### config.mk
export PLATFORM = sky130hd
export DESIGN_NAME = instr_fetch
export DESIGN_NICKNAME = d
export VERILOG_FILES = /design/src/rtl/instr_fetch.sv
export SDC_FILE = /design/constraint.sdc
export NUM_CORES = 1
export LEC_CHECK = 0
export CORE_ASPECT_RATIO = 2
export CORE_UTILIZATION = 41
export DETAILED_ROUTE_END_ITERATION = 16
export PLACE_DENSITY_LB_ADDON = 0.15
export SLEW_MARGIN = 20
export SYNTH_ARGS = -nofsm -noshare
export SYNTH_HDL_FRONTEND = slang
export SYNTH_SLANG_ARGS = --single-unit
### constraint.sdc
create_clock -name clk -period 2.1 [get_ports clk]
set_clock_uncertainty 0.15 [all_clocks]
set_input_delay 0.42 -clock clk [delete_from_list [all_inputs] [get_ports clk]]
set_output_delay 0.42 -clock clk [all_outputs]
set_load 0.01 [all_outputs]
### src/rtl/instr_fetch.sv
// Instruction fetch unit: reads the instruction ROM, holds each word for the decoder
// over a valid/ready handshake, and handles redirects, HALT opcodes and PC range.
module instr_fetch #(
    parameter int unsigned       ADDR_W    = 20,
    parameter int unsigned       DATA_W    = 20,
    parameter logic [ADDR_W-1:0] RESET_PC  = '0,
    parameter int unsigned       LAST_ADDR = 6,
    parameter logic [3:0]        HALT_OP   = 4'hF
) (
    input  logic              clk,
    input  logic              rst_n,
    input  logic              start,
    output logic [ADDR_W-1:0] rom_address,
    output logic              rom_read_en,
    output logic              rom_ce,
    input  logic [DATA_W-1:0] rom_data,
    output logic [DATA_W-1:0] instr,
    output logic [ADDR_W-1:0] instr_pc,
    output logic              instr_valid,
    input  logic              instr_ready,
    input  logic              redirect,
    input  logic [ADDR_W-1:0] redirect_pc,
    output logic              halted
);

    localparam logic [ADDR_W-1:0] LastAddr = ADDR_W'(LAST_ADDR);

    typedef enum logic [1:0] {StIdle, StFetch, StHold, StHalt} state_e;

    state_e            state_q, state_d;
    logic [ADDR_W-1:0] pc_q, pc_d;
    logic [DATA_W-1:0] instr_q, instr_d;
    logic [ADDR_W-1:0] instr_pc_q, instr_pc_d;
    logic              instr_valid_q, instr_valid_d;
    logic              halt_pending_q, halt_pending_d;
    logic              halted_q, halted_d;
    logic              pc_in_range;
    logic              rom_en;

    // ROM enables depend only on registered state, never on same-cycle inputs.
    assign pc_in_range = (pc_q <= LastAddr);
    assign rom_en      = (state_q == StFetch) && pc_in_range;

    assign rom_address = pc_q;
    assign rom_read_en = rom_en;
    assign rom_ce      = rom_en;
    assign instr       = instr_q;
    assign instr_pc    = instr_pc_q;
    assign instr_valid = instr_valid_q;
    assign halted      = halted_q;

    always_comb begin
        state_d        = state_q;
        pc_d           = pc_q;
        instr_d        = instr_q;
        instr_pc_d     = instr_pc_q;
        instr_valid_d  = instr_valid_q;
        halt_pending_d = halt_pending_q;
        halted_d       = halted_q;

        unique case (state_q)
            StIdle: begin
                if (start) begin
                    state_d = StFetch;
                end
            end
            StFetch: begin
                // Redirect wins over a coincident capture; the ROM word is dropped.
                if (redirect) begin
                    pc_d           = redirect_pc;
                    instr_valid_d  = 1'b0;
                    halt_pending_d = 1'b0;
                    state_d        = StFetch;
                end else if (pc_in_range) begin
                    instr_d        = rom_data;
                    instr_pc_d     = pc_q;
                    instr_valid_d  = 1'b1;
                    pc_d           = pc_q + ADDR_W'(1);
                    halt_pending_d = (rom_data[DATA_W-1 -: 4] == HALT_OP);
                    state_d        = StHold;
                end else begin
                    halted_d = 1'b1;
                    state_d  = StHalt;
                end
            end
            StHold: begin
                if (redirect) begin
                    pc_d           = redirect_pc;
                    instr_valid_d  = 1'b0;
                    halt_pending_d = 1'b0;
                    state_d        = StFetch;
                end else if (instr_ready) begin
                    instr_valid_d = 1'b0;
                    if (halt_pending_q) begin
                        halted_d = 1'b1;
                        state_d  = StHalt;
                    end else begin
                        state_d = StFetch;
                    end
                end
            end
            StHalt: begin
                if (start) begin
                    pc_d           = RESET_PC;
                    halt_pending_d = 1'b0;
                    halted_d       = 1'b0;
                    state_d        = StFetch;
                end
            end
            default: begin
                state_d = StIdle;
            end
        endcase
    end

    always_ff @(posedge clk or negedge rst_n) begin
        if (!rst_n) begin
            state_q        <= StIdle;
            pc_q           <= RESET_PC;
            instr_q        <= '0;
            instr_pc_q     <= '0;
            instr_valid_q  <= 1'b0;
            halt_pending_q <= 1'b0;
            halted_q       <= 1'b0;
        end else begin
            state_q        <= state_d;
            pc_q           <= pc_d;
            instr_q        <= instr_d;
            instr_pc_q     <= instr_pc_d;
            instr_valid_q  <= instr_valid_d;
            halt_pending_q <= halt_pending_d;
            halted_q       <= halted_d;
        end
    end

endmodule

* After elaboration in Yosys (flattened, before gate mapping)
Index checks and enable logic that the tools add are counted. W data, S select, Z words.
Word-level totals: word-level logic and storage cells 62, bits in registers 65
Cells by class: reductions and logical operators 10, add/sub/neg operators 1, magnitude comparators 1, muxes and demuxes 28, eq/ne operators 14, bitwise logic cells 1
Operator list (number):
- $mux W20 | 4
- $pmux W20 S3 | 1
- $add A20 B1 Y20 const B | 1
- $le A20 B3 Y1 const B | 1
- $mux W1 | 14
- $ne A2 B2 Y1 const B | 7
- $mux W2 | 5
- $reduce_and A7 Y1 | 1
- $ne A3 B3 Y1 const B | 2
- $pmux W1 S3 | 2
- $pmux W2 S3 | 1
- $reduce_and A3 Y1 | 2
- $eq A2 B2 Y1 const B | 2
- $eq A4 B4 Y1 const B | 1
- $reduce_and A4 Y1 | 1
- $reduce_bool A3 Y1 | 1
- $eq A2 B1 Y1 const B | 1
- $logic_not A2 Y1 | 1
- $ne A2 B1 Y1 const B | 1
- $pmux W1 S2 | 1
- $reduce_and A2 Y1 | 1
- $reduce_bool A2 Y1 | 1
- $reduce_or A2 Y1 | 1
- $logic_and A1 B1 Y1 | 1
- $not A1 Y1 | 1

* Depth between registers and ports, before layout
Gate-level depths: netlist of run 1.
depth in word-level cells 4, depth in mapped cells 8, depth with buffers taken out 7

* Worst setup path before layout of run 1
Ideal clock, no wire load.
path kind reg-to-reg, from reg pc_q[14], in the netlist rom_address[14], to reg instr_q[10], in the netlist instr[10], path buffers 1, data arrival time 1.872 ns, required time 1.825 ns, setup time 0.125 ns, stages on the path, launching flop included 6, slack -0.047 ns, path through dfrtp_1 -> nor4_1 -> nand4_2 -> nor3_4 -> buf_6 -> mux2_2
On the way: cells in the longest elaborated chain, start to end 2
RTL lines:
- from (decl) | RTL line 31 | logic [ADDR_W-1:0] pc_q, pc_d;
- from (signal assigned) | RTL line 127 | pc_q <= pc_d;
- $le A20 B3 Y1 | RTL line 41 | assign pc_in_range = (pc_q <= LastAddr);
- $reduce_and A3 Y1 (no source line)
- to (signal assigned) | RTL line 128 | instr_q <= instr_d;
- to (decl) | RTL line 32 | logic [DATA_W-1:0] instr_q, instr_d;
No other way between the ends. A chain may end at the register's enable or synchronous reset.

* Worst setup path after layout of run 1
from reg pc_q[8], in the netlist rom_address[8], to out rom_ce
On the way: cells in the longest elaborated chain, start to end 2
RTL lines:
- $le A20 B3 Y1 | RTL line 41
- $logic_and A1 B1 Y1 | RTL line 42 | assign rom_en = (state_q == StFetch) && pc_in_range;
- to (decl) | RTL line 15 | output logic rom_ce,
No other way between the ends.

==> results of run 1 <==
## state kept, by name (all words and copies together) (netlist names)
register        cells
rom_address        20
halted              1
state_q             2
instr_pc           20
halt_pending_q      1
instr_valid         1
instr              20
## power by group
| group | leakage, nW | total, W | internal, W | switching (W) |
|---|---|---|---|---|
| clock | 0.165 | 0.00176 | 0.00120 | 0.000567 |
| sequential | 0.857 | 0.00176 | 0.00153 | 0.000223 |
| combinational | 1.47 | 0.00286 | 0.00152 | 0.00134 |
| total | 2.49 | 0.00638 | 0.00425 | 0.00213 |
## through the flow
stage          hold WS [ns]  utilization [%]  power, W
5_1_grt              0.2993            72.59  0.006712
6_report             0.2928            72.59  0.006376
2_1_floorplan      -0.02559                -  0.002841
4_1_cts              0.2781            69.93  0.006233
3_5_place_dp        0.09429            64.23  0.004349
3_3_place_gp        0.09670            64.23  0.004320
## synth_stat cells (3+ instances only)
library cell   n  share of area (%)
dfrtp_1       65                 51
a21oi_1       31                4.8
nand2b_1       6                1.2
xor2_1         3               0.82
o21ai_0       12                1.9
mux2_2        25                8.8
nor3_1         8                1.2
o221ai_1       8                2.2
nand2_1       19                2.2
or3_1          4               0.78
nor2_1        23                2.7
nand4_1        7                1.4
nor2b_1       17                3.3
ha_1           5                2.0
nand3_1        8                1.2
buf_6          4                1.4
inv_1          9                1.1
a31oi_1        3               0.59
clkbuf_1       6               0.70
nor4_1         4               0.78
a22o_1         4                1.1
## layer usage
metal  GRT usage [%]  share of wire [%]  vias up
met1           26.52                 35     1535
met3           6.250                4.6       36
li1                -                  -     1484
met5               0                  0        -
met2           48.24                 55      138
met4           16.21                4.9        0
## critical path, delay by kind of cell, from the launching register on
family | cells | cell delay (ns)
and+or+nand+nor | 3 | 0.67
DFF | 1 | 0.41
buffers and inverters | 2 | 0.26
## kinds of logic (layout without fill, tap and decap cells)
| family | Yosys count | count (layout) | synth area share [%] |
|---|---|---|---|
| compound gates | 77 | 77 | 15.77 |
| xor+xnor | 3 | 3 | 0.8198 |
| fa+ha+maj | 5 | 5 | 1.952 |
| buf+inv | 24 | 213 | 3.942 |
| flops | 65 | 65 | 50.74 |
| mux | 26 | 26 | 9.094 |
| simple gates | 105 | 105 | 17.68 |
## cell type report
class | count | area [µm²]
repair buffers | 188 | 1793
flip-flops and latches | 65 | 1627
multi-input cells | 216 | 1594
fillers | 588 | 2083
inverters | 9 | 33.78
clock inverters | 6 | 113.9
well taps | 94 | 117.6
clock buffers | 10 | 239.0
## how the worst min path moves through the flow
stage,cells past startpoint,endpoint,slack [ns],start
4_1_cts,2,rom_address[19],0.28,rst_n
2_1_floorplan,0,halt_pending_q,-0.03,rst_n
3_3_place_gp,1,rom_address[19],0.1,rst_n
3_5_place_dp,1,rom_address[19],0.09,rst_n
6_report,2,rom_address[19],0.29,rst_n
5_1_grt,2,rom_address[19],0.30,rst_n
## repair_timing
action,4_1_cts,5_1_grt
gates cloned,0,3
setup endpoints to repair,38,59
buffers inserted,2,4
hold buffers,1,0
pin swaps,1,3
endpoints found under the hold margin,65,0
resized for setup,20,26
==> reports/results.txt, run 1 <==
Outcome: complete, but fails checks
Violated checks: negative setup slack
CTS tree: built
Count of buffers from port buffering: 108
Total GRT Usage: 26.60%
Reg2reg start: rom_address[8]
Row count: 45
Gr ovfl total: 0
CP required: 1.53 ns
Worst Setup EP: rom_ce
Placer congestion estimate: 1.007
Maximum vdd drop: 0.7484 mV
Ys async rst share: 100.0%
Skew-Pair Late Insertion Delay: 0.33 ns
Crit share post-route: 107.1%
Critical Path Start: rom_address[8]
Setup CP Type: flip-flop to primary output
Initial antenna violation count: 0
DP HPWL: 7615 µm
Clock transition at the registers of the reported paths: 0.06 ns
Largest net degree at the start of global routing: 39
Total number of vias: 3,193
Final WL: 10,650 µm
Synth warn: 0
Routed length per instance: 18.11 µm
Post-synthesis sequential area ratio: 50.74%
Crit path DAT: 1.68 ns
Chip height: 127.0 µm
Register bit total from synthesis: 65
Final Hold Violating Endpoints: 0
# clock sinks: 65
Post-synthesis cell area: 0.003206 mm²
Cells after DPL: 562
Die W: 64.53 µm
DP Worst Slack: -0.2691 ns
Critical Path Fanout Max: 3
Layout cell share with drive strength beyond 1: 30.97%
Cells after Synth: 305
Slew Limit Fails: 0
Setup violations, final: 27
Worst flop-to-flop path endpoint: instr[12]
CORE AREA: 0.007601 mm²
Period minus WS final: 2.250 ns
Final instance area: 0.005518 mm²
Least-Margin Pin Slew: 0.3863 ns
DRT Pass-1 Iters: 4
Number of buffers created by CTS: 9
Nets: 539
Max incr delay on CP: 0.41 ns
Non-filler cells, final: 588
CP Capture Type: primary output
Cell Area, Placed: 0.004882 mm²
Critical-path cell list: nor4_4 -> nand4_2 -> nor3_2 -> buf_4 -> buf_6
1st-iter DRT viols: 199
Root Buffer: clkbuf_16
Syn_area_per_cell: 10.51 µm²
ANT cells: 0
Vias in the first global route: 3,314
Worst R2R Setup Slack: -0.10 ns
Antenna Violating Nets Remaining: 0
Area grow syn2layout: 72.13%
Setup total negative slack: -2.184 ns
Most used flip-flop cell after synthesis: dfrtp_1
Startpoint types: flip-flop
First-pass GRT wire length: 16,120 µm
Most frequent cells in the layout: clkdlybuf4s50_1, buf_4, dfrtp_1
CP max stage cell: dfrtp_1
Drt drc: 0
EDFF count, synth: 0
Leak: 2.491 nW
Worst reg2reg path depth: 7
Die ar.: 0.008198 mm²
Commonest non-fill, non-tap cell in the layout: clkdlybuf4s50_1
Starting Density: 42.17%
Vias per inst: 5.430
RSZ-0062 raised after global routing: yes
Final WS setup: -0.1495 ns
Max-Cap Viols: 0
Ports: 109
Synthesized Nets: 355
Cell variety after synth: 47
Hold Crit Class: input port to asynchronous set/reset pin
CTS Buffer Depth: 2
CTS H-Tree Depth: 3
Worst rel slew slack: 73.91%
Fmax: 444.5 MHz
Pwr dens: 1155 mW/mm²
(Power assumes the default switching activity.)
==> run 2: changes to the inputs <==
--- a/config.mk
+++ b/config.mk
@@ -8,6 +8,7 @@
 export CORE_ASPECT_RATIO = 2
 export CORE_UTILIZATION = 41
 export DETAILED_ROUTE_END_ITERATION = 16
+export GPL_TIMING_DRIVEN = 0
 export PLACE_DENSITY_LB_ADDON = 0.15
 export SLEW_MARGIN = 20
 export SYNTH_ARGS = -nofsm -noshare
==> run 2 against run 1 <==
Against the previous run:
- the run still ends with negative setup slack left
- maximum frequency fell by 1.7%
- first-iteration DRC count rose by 4.0%
- worst setup slack got worse by 0.038 ns
- count of clock-buffer cells in the layout rose by 2
- design area fell by 6.8%
- cell count fell by 7.5%
- global-route usage fell by 0.55 points
- critical path depth rose by 1
- register-to-register slack got worse by 0.05 ns
- critical path type unchanged
- highest routed layer unchanged
==> reports/results.txt, run 2 (synthesized netlist as in run 1, its figures left out) <==
Switch share: 35.38% (was 33.39%)
Final Hold Violating Endpoints: 0 (unchanged)
Fmax: 437.1 MHz (was 444.5 MHz)
Vias per inst: 5.557 (was 5.430)
Part of the power in combinational logic: 41.9% (was 44.8%)
Placer congestion estimate: 0.9408 (was 1.007)
First-pass GRT wire length: 15,840 µm (was 16,120 µm)
Routed length per instance: 18.46 µm (was 18.11 µm)
Hold Crit Class: flip-flop to flip-flop (was input port to asynchronous set/reset pin)
Setup violations, final: 39 (was 27)
Maximum vdd drop: 0.7623 mV (was 0.7484 mV)
Net Switching: 0.002113 W (was 0.002129 W)
Row count: 45 (unchanged)
Violated checks: negative setup slack (unchanged)
Worst rel slew slack: 58.88% (was 73.91%)
Initial antenna violation count: 0 (unchanged)
Area grow syn2layout: 60.46% (was 72.13%)
DP Worst Slack: -0.7841 ns (was -0.2691 ns)
Critical Path Fanout Max: 3 (unchanged)
Period minus WS final: 2.288 ns (was 2.250 ns)
Die ar.: 0.008198 mm² (unchanged)
CTS H-Tree Depth: 3 (unchanged)
Skew-Pair Late Insertion Delay: 0.33 ns (about the same)
Crit share post-route: 108.9% (was 107.1%)
Clock transition at the registers of the reported paths: 0.06 ns (about the same)
Crit path DAT: 1.72 ns (was 1.68 ns)
Int Pwr: 0.003859 W (was 0.004247 W)
Die W: 64.53 µm (unchanged)
Startpoint types: flip-flop (unchanged)
DRT Pass-1 Iters: 4 (unchanged)
Leak: 2.193 nW (was 2.491 nW)
Antenna Violating Nets Remaining: 0 (unchanged)
ANT cells: 0 (unchanged)
1st-iter DRT viols: 207 (was 199)
Largest net degree at the start of global routing: 45 (was 39)
Setup total negative slack: -4.259 ns (was -2.184 ns)
Chip height: 127.0 µm (unchanged)
Nets: 496 (was 539)
DP HPWL: 7070 µm (was 7615 µm)
Clock network fraction of design power: 25.1% (was 27.6%)
Most frequent cells in the layout: clkdlybuf4s50_1, dfrtp_1, a21oi_1 (was clkdlybuf4s50_1, buf_4, dfrtp_1)
Slew Limit Fails: 0 (unchanged)
Commonest non-fill, non-tap cell in the layout: clkdlybuf4s50_1 (unchanged)
Fillers: 590 (was 588)
Storage element area: 0.001640 mm² (was 0.001627 mm²)
Starting Density: 42.17% (unchanged)
Final WL: 10,040 µm (was 10,650 µm)
Max incr delay on CP: 0.43 ns (was 0.41 ns)
Hold WS: 0.3461 ns (was 0.2928 ns)
Root Buffer: clkbuf_16 (unchanged)
CORE AREA: 0.007601 mm² (unchanged)
Vias in the first global route: 3,247 (was 3,314)
Least-Margin Pin Slew: 0.6169 ns (was 0.3863 ns)
CP Capture Type: primary output (unchanged)
Setup CP Type: flip-flop to primary output (unchanged)
RSZ-0062 raised after global routing: yes (unchanged)
Critical-path cell list: nor4_4 -> buf_4 -> nand4_4 -> nor3_4 -> buf_4 -> buf_6 (was nor4_4 -> nand4_2 -> nor3_2 -> buf_4 -> buf_6)
Layout cell share with drive strength beyond 1: 25.78% (was 30.97%)
Ports: 109 (unchanged)
Final WS setup: -0.1878 ns (was -0.1495 ns)
Reg power frac: 32.9% (was 27.6%)
Max-Cap Viols: 0 (unchanged)
Fin util: 67.67% (was 72.59%)
Outcome: complete, but fails checks (unchanged)
Most frequent CP cell: buf_4
Count of buffers from port buffering: 107 (was 108)
CTS Buffer Depth: 2 (unchanged)
Multi-input logic area: 0.001642 mm² (was 0.001594 mm²)
Number of buffers created by CTS: 9 (unchanged)
CTS tree: built (unchanged)
CP max stage cell: dfrtp_2 (was dfrtp_1)
Total GRT Usage: 26.05% (was 26.60%)
CP required: 1.53 ns (about the same)
Total number of vias: 3,023 (was 3,193)
Pwr dens: 1161 mW/mm² (was 1155 mW/mm²)
# clock sinks: 65 (unchanged)
Gr ovfl total: 0 (unchanged)
Drt drc: 0 (unchanged)
==> run 2: worst max-delay path: cells and delay by family, from the launching register on <==
family        cells  cell delay [ns]
flops             1             0.43
buf+inv           3             0.41
simple gates      3             0.56
==> run 2: what timing repair did <==
action                     in CTS  in global routing
pin swaps                       9                  6
gates resized for setup        40                 27
buffers inserted               18                  4
hold buffers                    1                  0
setup endpoints to repair      65                 66
hold endpoints to repair       21                  0
==> run 2: per-layer routing <==
metal	routed length, µm	vias up	track usage, %
li1	-	1389	-
met4	602	0	18.56
met2	5367	149	44.89
met3	624	41	8.214
met1	3450	1444	25.61
met5	0	-	0
==> run 2: power by group through the flow <==
stage / logic [W] / clock network, W / registers, W
6_report: 0.00251 / 0.00150 / 0.00197
5_1_grt: 0.00269 / 0.00158 / 0.00200
4_1_cts: 0.00233 / 0.00153 / 0.00194
3_5_place_dp: 0.00188 / 0 / 0.00196
3_3_place_gp: 0.00184 / 0 / 0.00195
2_1_floorplan: 0.000851 / 0 / 0.00199
==> run 2: per-stage QoR <==
| step | std cells | total power, W | cell area, µm² |
|---|---|---|---|
| detailed placement | 507 | 0.003839 | 4432 |
| global placement | 506 | 0.003789 | 4407 |
| finish | 544 | 0.005972 | 5144 |
| global route | 544 | 0.006271 | 5144 |
| floorplan | 305 | 0.002841 | 3218 |
| CTS | 540 | 0.005795 | 5011 |
==> run 2: final cells by class <==
| cell class | instances | share of cell area (%) |
|---|---|---|
| Timing Repair Buffer | 131 | 25.20 |
| Inverter | 9 | 0.6568 |
| Clock buffer | 12 | 4.987 |
| Clock inverter | 3 | 0.7784 |
| Tap cell | 94 | 2.287 |
| Buffer | 14 | 2.287 |
| Sequential cell | 65 | 31.89 |
| Multi-Input combinational cell | 216 | 31.91 |
==> run 2: worst paths after layout <==
| check | from | endpoint | slack, ns | cells after the start |
|---|---|---|---|---|
| max | rom_address[8] | rom_read_en | -0.19 | 6 |
| min | instr_pc[8] | instr_pc[8] | 0.35 | 1 |
| max reg2reg | rom_address[8] | instr[15] | -0.15 | 8 |
| min reg2reg | instr_pc[8] | instr_pc[8] | 0.35 | 1 |
| max in group asynchronous | rst_n | rom_address[3] | 0.87 | 3 |
| min in group asynchronous | rst_n | rom_address[12] | 0.39 | 2 |
==> run 3: changes to the inputs <==
--- a/config.mk
+++ b/config.mk
@@ -5,6 +5,7 @@
 export SDC_FILE = /design/constraint.sdc
 export NUM_CORES = 1
 export LEC_CHECK = 0
+export ABC_CLOCK_PERIOD_IN_PS = 2100
 export CORE_ASPECT_RATIO = 2
 export CORE_UTILIZATION = 41
 export DETAILED_ROUTE_END_ITERATION = 16
==> results of run 3 <==
The final DEF is identical to that of run 2; final timing and power are the same.
